File: config.mk
export PLATFORM = sky130hd
export DESIGN_NAME = bin_to_oct_dec
export DESIGN_NICKNAME = d
export VERILOG_FILES = /design/src/rtl/bin_to_oct_dec.sv
export SDC_FILE = /design/constraint.sdc
export NUM_CORES = 1
export LEC_CHECK = 0
export ABC_CLOCK_PERIOD_IN_PS = 6160
export BUFFER_PORTS_ARGS = -buffer_cell sky130_fd_sc_hd__buf_2
export CAP_MARGIN = 20
export CORE_MARGIN = 2
export CORE_UTILIZATION = 52
export DETAILED_ROUTE_END_ITERATION = 8
export GPL_ROUTABILITY_DRIVEN = 0
export GPL_TIMING_DRIVEN = 0
export PLACE_DENSITY = 0.83
export RECOVER_POWER = 100
export SYNTH_ARGS = -nofsm -noshare
export SYNTH_HDL_FRONTEND = slang
export SYNTH_SLANG_ARGS = --single-unit
export TNS_END_PERCENT = 5
File: constraint.sdc
create_clock -name clk -period 6.16 [get_ports clk]
set_input_delay 0 -clock clk [delete_from_list [all_inputs] [get_ports clk]]
set_output_delay 0 -clock clk [all_outputs]
set_load 0.01 [all_outputs]
File: src/rtl/bin_to_oct_dec.sv
// bin_to_oct_dec: FIFO of 3-bit codes presenting each head code as a one-hot byte.
// Optional macro BIN_TO_OCT_DEC_CNT_EN adds a saturating count of delivered words on dec_cnt.
module bin_to_oct_dec #(
    parameter int DEPTH = 4
) (
    input  logic                     clk,
    input  logic                     rst_n,
    input  logic                     in_valid,
    output logic                     in_ready,
    input  logic [2:0]               in_bin,
    input  logic                     en,
    output logic                     out_valid,
    input  logic                     out_ready,
    output logic [7:0]               out_d,
    output logic [$clog2(DEPTH):0]   level,
    output logic [15:0]              dec_cnt
);
    localparam int AW = $clog2(DEPTH);
    localparam int LW = AW + 1;

    logic [2:0]    r_mem [DEPTH];
    logic [AW-1:0] r_wptr;
    logic [AW-1:0] r_rptr;
    logic [LW-1:0] r_level;
    logic          r_live;
    logic          w_push;
    logic          w_pop;
    logic [2:0]    w_head;

    // in_ready stays low until the first edge after reset release; level is registered so a same-cycle pop never re-opens a full FIFO
    assign in_ready  = r_live && (r_level != LW'(DEPTH));
    assign out_valid = (r_level != '0) && en;
    assign w_head    = r_mem[r_rptr];
    assign out_d     = out_valid ? (8'd1 << w_head) : 8'h00;
    assign w_push    = in_valid && in_ready;
    assign w_pop     = out_valid && out_ready;
    assign level     = r_level;

    // code storage needs no reset: level alone decides which entries are meaningful
    always_ff @(posedge clk) begin
        if (w_push) r_mem[r_wptr] <= in_bin;
    end

    // pointers wrap naturally since DEPTH is a power of two; level tracks push minus pop
    always_ff @(posedge clk or negedge rst_n) begin
        if (!rst_n) begin
            r_wptr  <= '0;
            r_rptr  <= '0;
            r_level <= '0;
            r_live  <= 1'b0;
        end else begin
            r_live  <= 1'b1;
            r_wptr  <= w_push ? r_wptr + AW'(1) : r_wptr;
            r_rptr  <= w_pop ? r_rptr + AW'(1) : r_rptr;
            r_level <= r_level + LW'(w_push) - LW'(w_pop);
        end
    end

`ifdef BIN_TO_OCT_DEC_CNT_EN
    logic [15:0] r_cnt;

    // delivered-word counter, sticks at all-ones
    always_ff @(posedge clk or negedge rst_n) begin
        if (!rst_n) r_cnt <= '0;
        else if (w_pop && r_cnt != 16'hFFFF) r_cnt <= r_cnt + 16'd1;
    end

    assign dec_cnt = r_cnt;
`else
    assign dec_cnt = 16'h0000;
`endif
endmodule

==> results of run 1 <==
==> final timing paths <==
path / start / end / slack, ns
max in group asynchronous: rst_n / level[0]$_DFF_PN0_ / 5.72
max: level[1]$_DFF_PN0_ / level[2]$_DFF_PN0_ / 3.74
max reg2reg: level[1]$_DFF_PN0_ / level[2]$_DFF_PN0_ / 3.74
min reg2reg: level[2]$_DFF_PN0_ / level[2]$_DFF_PN0_ / 0.56
min: rst_n / r_rptr[0]$_DFFE_PN0P_ / 0.14
min in group clk: en / r_rptr[1]$_DFFE_PN0P_ / 0.14
==> synth_stat cells <==
master                      n  area, um2
sky130_fd_sc_hd__nand2b_1   3       18.8
sky130_fd_sc_hd__edfxtp_1  12        360
sky130_fd_sc_hd__or2_1      1       6.26
sky130_fd_sc_hd__buf_4     16        120
sky130_fd_sc_hd__dfrtp_1    8        200
sky130_fd_sc_hd__ha_1       6       75.1
sky130_fd_sc_hd__nand2_1    2       7.51
sky130_fd_sc_hd__o311a_1    1       10.0
sky130_fd_sc_hd__inv_1      7       26.3
sky130_fd_sc_hd__mux4_2     3       67.6
sky130_fd_sc_hd__buf_6      1       11.3
sky130_fd_sc_hd__mux2_2     1       11.3
sky130_fd_sc_hd__nor2_1     8       30.0
sky130_fd_sc_hd__conb_1     2       7.51
sky130_fd_sc_hd__fa_1       1       20.0
sky130_fd_sc_hd__xor2_1     1       8.76
sky130_fd_sc_hd__o31a_1     2       17.5
sky130_fd_sc_hd__nand3_1    1       5.00
sky130_fd_sc_hd__and2_1     5       31.3
sky130_fd_sc_hd__xnor2_1    4       35.0
==> worst reg2reg max path, stage by stage, from the launching register on <==
cell	delay [ns]
sky130_fd_sc_hd__dfrtp_1	0.48
sky130_fd_sc_hd__o31a_1	0.37
sky130_fd_sc_hd__and2_0	0.22
sky130_fd_sc_hd__ha_1	0.29
sky130_fd_sc_hd__inv_1	0.06
sky130_fd_sc_hd__ha_1	0.13
sky130_fd_sc_hd__inv_1	0.05
sky130_fd_sc_hd__fa_1	0.37
sky130_fd_sc_hd__xnor2_1	0.22
sky130_fd_sc_hd__xnor2_1	0.16
==> sequential cells by signal (all words and copies together), names as in the netlist <==
signal and flops:
r_wptr 2, r_live 1, r_rptr 2, r_mem 12, level 3
==> final cells by class <==
type | count | area share
buffer | 17 | 0.0946
tap | 27 | 0.0258
sequential | 20 | 0.428
inverter | 7 | 0.0201
multi-input combinational | 56 | 0.311
timing repair buffer | 25 | 0.100
clock buffer | 4 | 0.0201
==> power breakdown <==
group          total, mW  leakage (nW)  internal [mW]  switching (mW)
clock network     0.0640        0.0150         0.0252          0.0388
registers          0.209         0.202          0.177          0.0321
logic              0.196         0.370         0.0902           0.106
total              0.469         0.587          0.292           0.177
==> cell families after synthesis <==
| logic type | after synthesis |
|---|---|
| buf+inv | 24 |
| flops | 20 |
| simple gates | 20 |
| fa+ha+maj | 7 |
| xor+xnor | 5 |
| mux | 4 |
| compound gates | 3 |
| other cells | 2 |
==> what timing repair did <==
action                     in CTS  in global routing
setup endpoints to repair       0                  0
hold endpoints to repair       21                  0
hold buffers                    5                  0
==> per-layer routing <==
layer	part of all wire	vias to the layer above	track usage
met3	0.061	6	0.0215
met5	0	-	0
li1	-	338	-
met2	0.52	29	0.295
met4	0.017	0	0.0714
met1	0.40	307	0.181
==> through the flow <==
stage                     power, mW  hold WS (ns)  setup WS [ns]
after floorplan               0.358        -0.296           3.90
after global placement        0.402        -0.154           3.90
after detailed placement      0.418        -0.148           3.79
after CTS                     0.484        0.0671           3.76
after global routing          0.506         0.173           3.59
final                         0.469         0.140           3.74
==> run_summary.xml, run 1 <==
<?xml version="1.0" encoding="UTF-8"?>
<metrics>
  <group name="run_status">
    <metric name="run_status" unit="">finished, final reports clean</metric>
  </group>
  <group name="layout">
    <metric name="final_core_utilization" unit="">0.675</metric>
    <metric name="ff_latch_area" unit="um2">561</metric>
    <metric name="final_design_area_no_fill" unit="um2">1310</metric>
    <metric name="layout-drive-gt1-share" unit="">0.217</metric>
    <metric name="fillCellCount" unit="">156</metric>
    <metric name="finish.net_count" unit="">145</metric>
    <metric name="syn_to_final_growth" unit="%">22.5</metric>
    <metric name="footprint_of_the_multi_input_gates" unit="um2">408</metric>
    <metric name="most-common-layout-cells" unit="">17 x sky130_fd_sc_hd__clkbuf_1, 17 x sky130_fd_sc_hd__conb_1, 16 x sky130_fd_sc_hd__buf_4, 12 x sky130_fd_sc_hd__edfxtp_1</metric>
    <metric name="insertedDiodeCount" unit="">0</metric>
    <metric name="finish.cell_count_without_fillers" unit="">156</metric>
  </group>
  <group name="worst_setup_path">
    <metric name="endpoint_kind" unit="">flop</metric>
    <metric name="setup.worst_path.class" unit="">reg2reg</metric>
    <metric name="path_cells" unit="">o31a_1 &gt; and2_0 &gt; ha_1 &gt; inv_1 &gt; ha_1 &gt; inv_1 &gt; fa_1 &gt; xnor2_1 &gt; xnor2_1</metric>
    <metric name="timing.critical_path.buf_inv" unit="">2</metric>
    <metric name="ff2ff_path_depth" unit="">9</metric>
    <metric name="crit_slowest_cell" unit="">sky130_fd_sc_hd__dfrtp_1</metric>
    <metric name="timing.critical_path.fanout_max" unit="">6</metric>
    <metric name="worst-endpoint-arrival" unit="ns">2.63</metric>
    <metric name="timing.critical_path.from_type" unit="">flop</metric>
    <metric name="worst-endpoint-required" unit="ns">6.38</metric>
    <metric name="cpLargestDelayFamily" unit="">adder cells</metric>
    <metric name="crit_cells" unit="">9</metric>
    <metric name="slowest_delay" unit="ns">0.48</metric>
  </group>
  <group name="sta">
    <metric name="setup_violations" unit="">0</metric>
    <metric name="clock.fmax" unit="MHz">414</metric>
    <metric name="report.final.slew_viol_count" unit="">0</metric>
    <metric name="finalWorstPathRequiredPeriod" unit="ns">2.42</metric>
    <metric name="finalHoldViolations" unit="">0</metric>
    <metric name="tns" unit="ns">0</metric>
    <metric name="grt_setup_unrepaired" unit="">no</metric>
    <metric name="final.setup_skew" unit="ns">0.00258</metric>
    <metric name="post-route-period-util" unit="">0.392</metric>
  </group>
  <group name="drt">
    <metric name="drtIter0Drc" unit="">9</metric>
    <metric name="avgRoutedWirePerCell" unit="um">11.5</metric>
    <metric name="vias" unit="">680</metric>
    <metric name="drcViolationCount" unit="">0</metric>
    <metric name="postRouteWirelength" unit="mm">1.80</metric>
    <metric name="via_per_inst" unit="">4.36</metric>
    <metric name="drt_first_pass_iters" unit="">4</metric>
    <metric name="number_of_antenna_violating_nets_in_the_routed_design" unit="">0</metric>
  </group>
  <group name="placement">
    <metric name="placement.cell_area" unit="um2">1260</metric>
    <metric name="numPlacedInstances" unit="">147</metric>
    <metric name="hpwl" unit="mm">1.41</metric>
    <metric name="io_buffer_count" unit="">20</metric>
  </group>
  <group name="floorplanning">
    <metric name="floorplan.initialDensity" unit="">0.551</metric>
    <metric name="io_pins" unit="">37</metric>
    <metric name="die_height" unit="um">49.4</metric>
    <metric name="fp.dieArea" unit="um2">2440</metric>
    <metric name="die_width" unit="um">49.4</metric>
    <metric name="row_count" unit="">16</metric>
    <metric name="core-area" unit="um2">1940</metric>
  </group>
  <group name="yosys">
    <metric name="synth_compound_area_frac" unit="">0.0257</metric>
    <metric name="synth.mux.area_fraction" unit="">0.0737</metric>
    <metric name="yosys.area_share.simple" unit="">0.0924</metric>
    <metric name="syn-mean-instance-area" unit="um2">12.6</metric>
    <metric name="yosys_register_bits" unit="">20</metric>
    <metric name="postSynthCellCount" unit="">85</metric>
    <metric name="synth-seq-area-share" unit="">0.524</metric>
    <metric name="synth_xor_area_frac" unit="">0.0409</metric>
    <metric name="post_synth_fa_ha_maj_area_fraction" unit="">0.0889</metric>
    <metric name="mappedNetlistArea" unit="um2">1070</metric>
    <metric name="synth_top_family_by_area" unit="">buffers and inverters</metric>
    <metric name="distinct_cell_type_count_after_synthesis" unit="">20</metric>
    <metric name="ys_warn_count" unit="">0</metric>
  </group>
  <group name="clocking">
    <metric name="clock-root-buffer" unit="">sky130_fd_sc_hd__clkbuf_4</metric>
    <metric name="clkTransAtPathRegs" unit="ns">0.11</metric>
    <metric name="numCtsBuffers" unit="">3</metric>
    <metric name="clock_tree_from_tritoncts" unit="">built</metric>
    <metric name="post_cts.resized_instances" unit="">0</metric>
    <metric name="post_cts.repair.setup_buffers" unit="">0</metric>
    <metric name="cts_max_level" unit="">1</metric>
    <metric name="clock_insertion_delay_worst_skew" unit="ns">0.29</metric>
    <metric name="clockBufferDepth" unit="">2</metric>
    <metric name="clock-sinks" unit="">20</metric>
  </group>
  <group name="grt">
    <metric name="number_of_global_route_vias_before_repair" unit="">636</metric>
    <metric name="grt_pass1_wl" unit="mm">2.87</metric>
    <metric name="gr-total-overflow" unit="">0</metric>
    <metric name="grt_max_degree" unit="">12</metric>
    <metric name="antenna_found_initial" unit="">0</metric>
    <metric name="globalRouteTotalUtil" unit="">0.160</metric>
  </group>
  <group name="worst_hold_path">
    <metric name="hold_path_class" unit="">in2async</metric>
  </group>
  <group name="pwr">
    <metric name="vdd.ir_drop.worst" unit="uV">301</metric>
    <metric name="pwr_density_cell" unit="nW/um2">358</metric>
    <metric name="static_leak" unit="nW">0.587</metric>
  </group>
  <group name="run">
    <metric name="max_cap_violations" unit="">0</metric>
  </group>
</metrics>
Power figures use the tool's default switching activity.
==> inputs of run 2 (changes only) <==
--- a/config.mk
+++ b/config.mk
@@ -5,15 +5,16 @@
 export SDC_FILE = /design/constraint.sdc
 export NUM_CORES = 1
 export LEC_CHECK = 0
-export ABC_CLOCK_PERIOD_IN_PS = 6160
+export ABC_AREA = 1
+export ABC_CLOCK_PERIOD_IN_PS = 2200
 export BUFFER_PORTS_ARGS = -buffer_cell sky130_fd_sc_hd__buf_2
 export CAP_MARGIN = 20
 export CORE_MARGIN = 2
-export CORE_UTILIZATION = 52
+export CORE_UTILIZATION = 45
 export DETAILED_ROUTE_END_ITERATION = 8
 export GPL_ROUTABILITY_DRIVEN = 0
 export GPL_TIMING_DRIVEN = 0
-export PLACE_DENSITY = 0.83
+export PLACE_DENSITY = 0.74
 export RECOVER_POWER = 100
 export SYNTH_ARGS = -nofsm -noshare
 export SYNTH_HDL_FRONTEND = slang
==> constraint.sdc (replaced) <==
create_clock -name clk -period 2.2 [get_ports clk]
set_input_delay 0 -clock clk [delete_from_list [all_inputs] [get_ports clk]]
set_output_delay 0 -clock clk [all_outputs]
set_load 0.01 [all_outputs]
==> run_summary.xml, run 2 <==
<?xml version="1.0" encoding="UTF-8"?>
<metrics>
  <group name="pwr">
    <metric name="static_leak" unit="nW">0.797</metric>
    <metric name="share_seq_of_total_power" unit="">0.360</metric>
    <metric name="sw_frac_of_total" unit="">0.417</metric>
    <metric name="vdd.ir_drop.worst" unit="uV">984</metric>
    <metric name="combPwrFrac" unit="">0.516</metric>
    <metric name="pwr_density_cell" unit="nW/um2">1040</metric>
    <metric name="power_frac_clock" unit="">0.124</metric>
    <metric name="finalPower" unit="mW">1.60</metric>
    <metric name="p_switching" unit="mW">0.668</metric>
    <metric name="internal_power" unit="mW">0.934</metric>
  </group>
  <group name="layout">
    <metric name="finish.cell_count_without_fillers" unit="">214</metric>
    <metric name="final_design_area_no_fill" unit="um2">1540</metric>
    <metric name="mostFrequentLayoutCell" unit="">sky130_fd_sc_hd__nand2_1</metric>
    <metric name="finish.net_count" unit="">200</metric>
    <metric name="syn_to_final_growth" unit="%">27.2</metric>
    <metric name="number_of_flip_flops_in_the_largest_register" unit="">12</metric>
    <metric name="insertedDiodeCount" unit="">0</metric>
    <metric name="most-common-layout-cells" unit="">34 x sky130_fd_sc_hd__nand2_1, 20 x sky130_fd_sc_hd__buf_4, 17 x sky130_fd_sc_hd__conb_1, 16 x sky130_fd_sc_hd__buf_2</metric>
    <metric name="layout-drive-gt1-share" unit="">0.326</metric>
    <metric name="final_core_utilization" unit="">0.610</metric>
    <metric name="fillCellCount" unit="">226</metric>
    <metric name="register_ranked_first_by_flip_flop_count" unit="">r_mem</metric>
  </group>
  <group name="placement">
    <metric name="placement.cell_area" unit="um2">1400</metric>
    <metric name="place_ws" unit="ns">-0.0211</metric>
    <metric name="io_buffer_count" unit="">20</metric>
    <metric name="hpwl" unit="mm">1.58</metric>
    <metric name="numPlacedInstances" unit="">201</metric>
  </group>
  <group name="yosys">
    <metric name="postSynthCellCount" unit="">136</metric>
    <metric name="yosys.area_share.simple" unit="">0.251</metric>
    <metric name="mappedNetlistArea" unit="um2">1210</metric>
    <metric name="synth_top_family_by_area" unit="">simple AND/OR/NAND/NOR gates</metric>
    <metric name="ys_async_sr_fraction" unit="">0.400</metric>
    <metric name="yosys_register_bits" unit="">20</metric>
    <metric name="ys_warn_count" unit="">0</metric>
    <metric name="distinct_cell_type_count_after_synthesis" unit="">21</metric>
    <metric name="synth_xor_area_frac" unit="">0.0145</metric>
    <metric name="yosys_most_used_dff" unit="">sky130_fd_sc_hd__edfxtp_1</metric>
    <metric name="post_synth_edffs" unit="">12</metric>
    <metric name="syn-mean-instance-area" unit="um2">8.90</metric>
    <metric name="post-synth-top-count-cell" unit="">sky130_fd_sc_hd__nand2_1</metric>
    <metric name="netlist_top_cells_area" unit="">sky130_fd_sc_hd__edfxtp_1 30%, sky130_fd_sc_hd__dfrtp_1 17%, sky130_fd_sc_hd__nand2_1 11%</metric>
    <metric name="synth_top_cell_by_area" unit="">sky130_fd_sc_hd__edfxtp_1</metric>
    <metric name="post_synth_fa_ha_maj_area_fraction" unit="">0.0786</metric>
    <metric name="synth-seq-area-share" unit="">0.463</metric>
    <metric name="yosys-top-cells-count" unit="">37 x sky130_fd_sc_hd__nand2_1, 16 x sky130_fd_sc_hd__buf_4, 14 x sky130_fd_sc_hd__nor2_1</metric>
    <metric name="synth_top_area_frac" unit="">0.298</metric>
    <metric name="synth.mux.area_fraction" unit="">0</metric>
    <metric name="synth_compound_area_frac" unit="">0.0217</metric>
  </group>
  <group name="worst_setup_path">
    <metric name="cpLargestDelayFamily" unit="">adder cells</metric>
    <metric name="timing.critical_path.buf_inv" unit="">2</metric>
    <metric name="reg2reg_from" unit="">level[0]$_DFF_PN0_</metric>
    <metric name="crit_slowest_cell" unit="">sky130_fd_sc_hd__dfrtp_1</metric>
    <metric name="ff2ff_path_depth" unit="">11</metric>
    <metric name="timing.critical_path.from_type" unit="">flop</metric>
    <metric name="worst-endpoint-arrival" unit="ns">2.34</metric>
    <metric name="path_cells" unit="">nor2_4 &gt; nand2_2 &gt; nand2_2 &gt; nor2_2 &gt; ha_1 &gt; inv_1 &gt; ha_1 &gt; inv_1 &gt; fa_1 &gt; xnor2_1 &gt; xor2_1</metric>
    <metric name="setup.worst_path.class" unit="">reg2reg</metric>
    <metric name="regToRegSetupSlack" unit="ns">0.08</metric>
    <metric name="endpoint_kind" unit="">flop</metric>
    <metric name="slowest_delay" unit="ns">0.43</metric>
    <metric name="timing.critical_path.fanout_max" unit="">4</metric>
    <metric name="worst_r2r_endpoint" unit="">level[2]$_DFF_PN0_</metric>
    <metric name="worst-endpoint-required" unit="ns">2.42</metric>
  </group>
  <group name="sta">
    <metric name="finalHoldViolations" unit="">0</metric>
    <metric name="post-route-period-util" unit="">0.963</metric>
    <metric name="tns" unit="ns">0</metric>
    <metric name="clock.fmax" unit="MHz">472</metric>
    <metric name="setup_violations" unit="">0</metric>
    <metric name="finalWorstPathRequiredPeriod" unit="ns">2.12</metric>
    <metric name="fin_worst_hold_slack" unit="ns">0.0414</metric>
    <metric name="report.final.slew_viol_count" unit="">0</metric>
    <metric name="layout_setup_ws" unit="ns">0.0809</metric>
    <metric name="final.setup_skew" unit="ns">0.0114</metric>
  </group>
  <group name="floorplanning">
    <metric name="fp.dieArea" unit="um2">3120</metric>
    <metric name="die_width" unit="um">55.9</metric>
    <metric name="die_height" unit="um">55.9</metric>
    <metric name="row_count" unit="">18</metric>
    <metric name="core-area" unit="um2">2520</metric>
    <metric name="floorplan.initialDensity" unit="">0.480</metric>
    <metric name="io_pins" unit="">37</metric>
  </group>
  <group name="worst_hold_path">
    <metric name="whs_endpoint" unit="">r_rptr[0]$_DFFE_PN0P_</metric>
    <metric name="holdPathStages" unit="">4</metric>
    <metric name="hold_path_class" unit="">in2reg</metric>
    <metric name="hold_start" unit="">out_ready</metric>
  </group>
  <group name="grt">
    <metric name="grt_max_degree" unit="">12</metric>
    <metric name="number_of_global_route_vias_before_repair" unit="">808</metric>
    <metric name="grt_pass1_wl" unit="mm">3.27</metric>
    <metric name="gr-total-overflow" unit="">0</metric>
    <metric name="globalRouteTotalUtil" unit="">0.130</metric>
    <metric name="antenna_found_initial" unit="">0</metric>
  </group>
  <group name="run_status">
    <metric name="run_status" unit="">finished, final reports clean</metric>
  </group>
  <group name="clocking">
    <metric name="clock_tree_from_tritoncts" unit="">built</metric>
    <metric name="clockBufferDepth" unit="">2</metric>
    <metric name="clock-sinks" unit="">20</metric>
    <metric name="clock_insertion_delay_worst_skew" unit="ns">0.29</metric>
    <metric name="clock-root-buffer" unit="">sky130_fd_sc_hd__clkbuf_4</metric>
    <metric name="cts_max_level" unit="">1</metric>
    <metric name="clkTransAtPathRegs" unit="ns">0.10</metric>
    <metric name="numCtsBuffers" unit="">3</metric>
  </group>
  <group name="drt">
    <metric name="drtIter0Drc" unit="">19</metric>
    <metric name="drt_first_pass_iters" unit="">4</metric>
    <metric name="vias" unit="">916</metric>
    <metric name="avgRoutedWirePerCell" unit="um">8.84</metric>
    <metric name="postRouteWirelength" unit="mm">1.89</metric>
    <metric name="drcViolationCount" unit="">0</metric>
    <metric name="via_per_inst" unit="">4.28</metric>
    <metric name="number_of_antenna_violating_nets_in_the_routed_design" unit="">0</metric>
  </group>
  <group name="run">
    <metric name="max_cap_violations" unit="">0</metric>
  </group>
</metrics>
[run 2: cell count changes after synthesis, moves of 2 or more]
cell | before | now
sky130_fd_sc_hd__inv_1 | 7 | 13
sky130_fd_sc_hd__nor2_1 | 8 | 14
sky130_fd_sc_hd__o21ai_0 | 0 | 2
sky130_fd_sc_hd__o31a_1 | 2 | 0
sky130_fd_sc_hd__and2_1 | 5 | 0
sky130_fd_sc_hd__nand2_2 | 0 | 5
sky130_fd_sc_hd__nand2b_1 | 3 | 0
sky130_fd_sc_hd__mux4_2 | 3 | 0
sky130_fd_sc_hd__nand2_1 | 2 | 37
sky130_fd_sc_hd__xnor2_1 | 4 | 1
sky130_fd_sc_hd__nand3_1 | 1 | 7
sky130_fd_sc_hd__nand3_2 | 0 | 4
sky130_fd_sc_hd__inv_2 | 0 | 2
[run 2: worst max path at each step]
stage | from | to | slack (ns) | depth (start not counted)
2_1_floorplan | level[1]$_DFF_PN0_ | level[2]$_DFF_PN0_ | 0.11 | 11
3_3_place_gp | level[1]$_DFF_PN0_ | level[2]$_DFF_PN0_ | 0.05 | 11
3_5_place_dp | level[1]$_DFF_PN0_ | level[2]$_DFF_PN0_ | -0.02 | 11
4_1_cts | level[1]$_DFF_PN0_ | level[2]$_DFF_PN0_ | 0.004 | 11
5_1_grt | level[0]$_DFF_PN0_ | level[2]$_DFF_PN0_ | -0.04 | 11
6_report | level[0]$_DFF_PN0_ | level[2]$_DFF_PN0_ | 0.08 | 11
[run 2: kinds of logic (layout without fill, tap and decap cells)]
| family | after synthesis | after routing |
|---|---|---|
| simple gates | 68 | 68 |
| buf+inv | 33 | 66 |
| flops | 20 | 20 |
| fa+ha+maj | 7 | 7 |
| compound gates | 4 | 4 |
| other cells | 2 | 17 |
| xor+xnor | 2 | 2 |
[run 2: layout make-up]
cell class	instances	area, um2	area share
sequential	20	562	0.365
multi-input combinational	98	529	0.344
timing repair buffer	29	175	0.114
buffer	17	131	0.0854
inverter	16	67.6	0.0439
tap	30	37.5	0.0244
clock buffer	4	36.3	0.0236
[run 2: tightest hold or removal path, delay by kind of cell]
kind	cells	cell delay, ns
buffers and inverters	2	0.17
AOI/OAI and AO/OA	1	0.08
and+or+nand+nor	1	0.05
[run 2: per-layer routing]
layer  global-route usage  wire [um]  up-vias
met4               0.0510         25        0
met2                0.238        975       29
met5                    0          0        -
met3               0.0140        112        4
met1                0.154        779      397
li1                     -          -      486
[run 2: power groups by stage]
| stage | logic (mW) | clock network (mW) | registers (mW) |
|---|---|---|---|
| final | 0.827 | 0.198 | 0.577 |
| after CTS | 0.764 | 0.207 | 0.585 |
| after global routing | 0.956 | 0.221 | 0.588 |
| after detailed placement | 0.750 | 0 | 0.585 |
| after global placement | 0.717 | 0 | 0.578 |
| after floorplan | 0.560 | 0 | 0.584 |
[run 2: timing repair]
item                                    4_1_cts  5_1_grt
hold buffers                                  5        0
endpoints found under the hold margin        22        0
resized for setup                             2        5
pin swaps                                     0        4
setup buffers                                 0        4
endpoints found under the setup margin        1        1
gates cloned                                  0        0
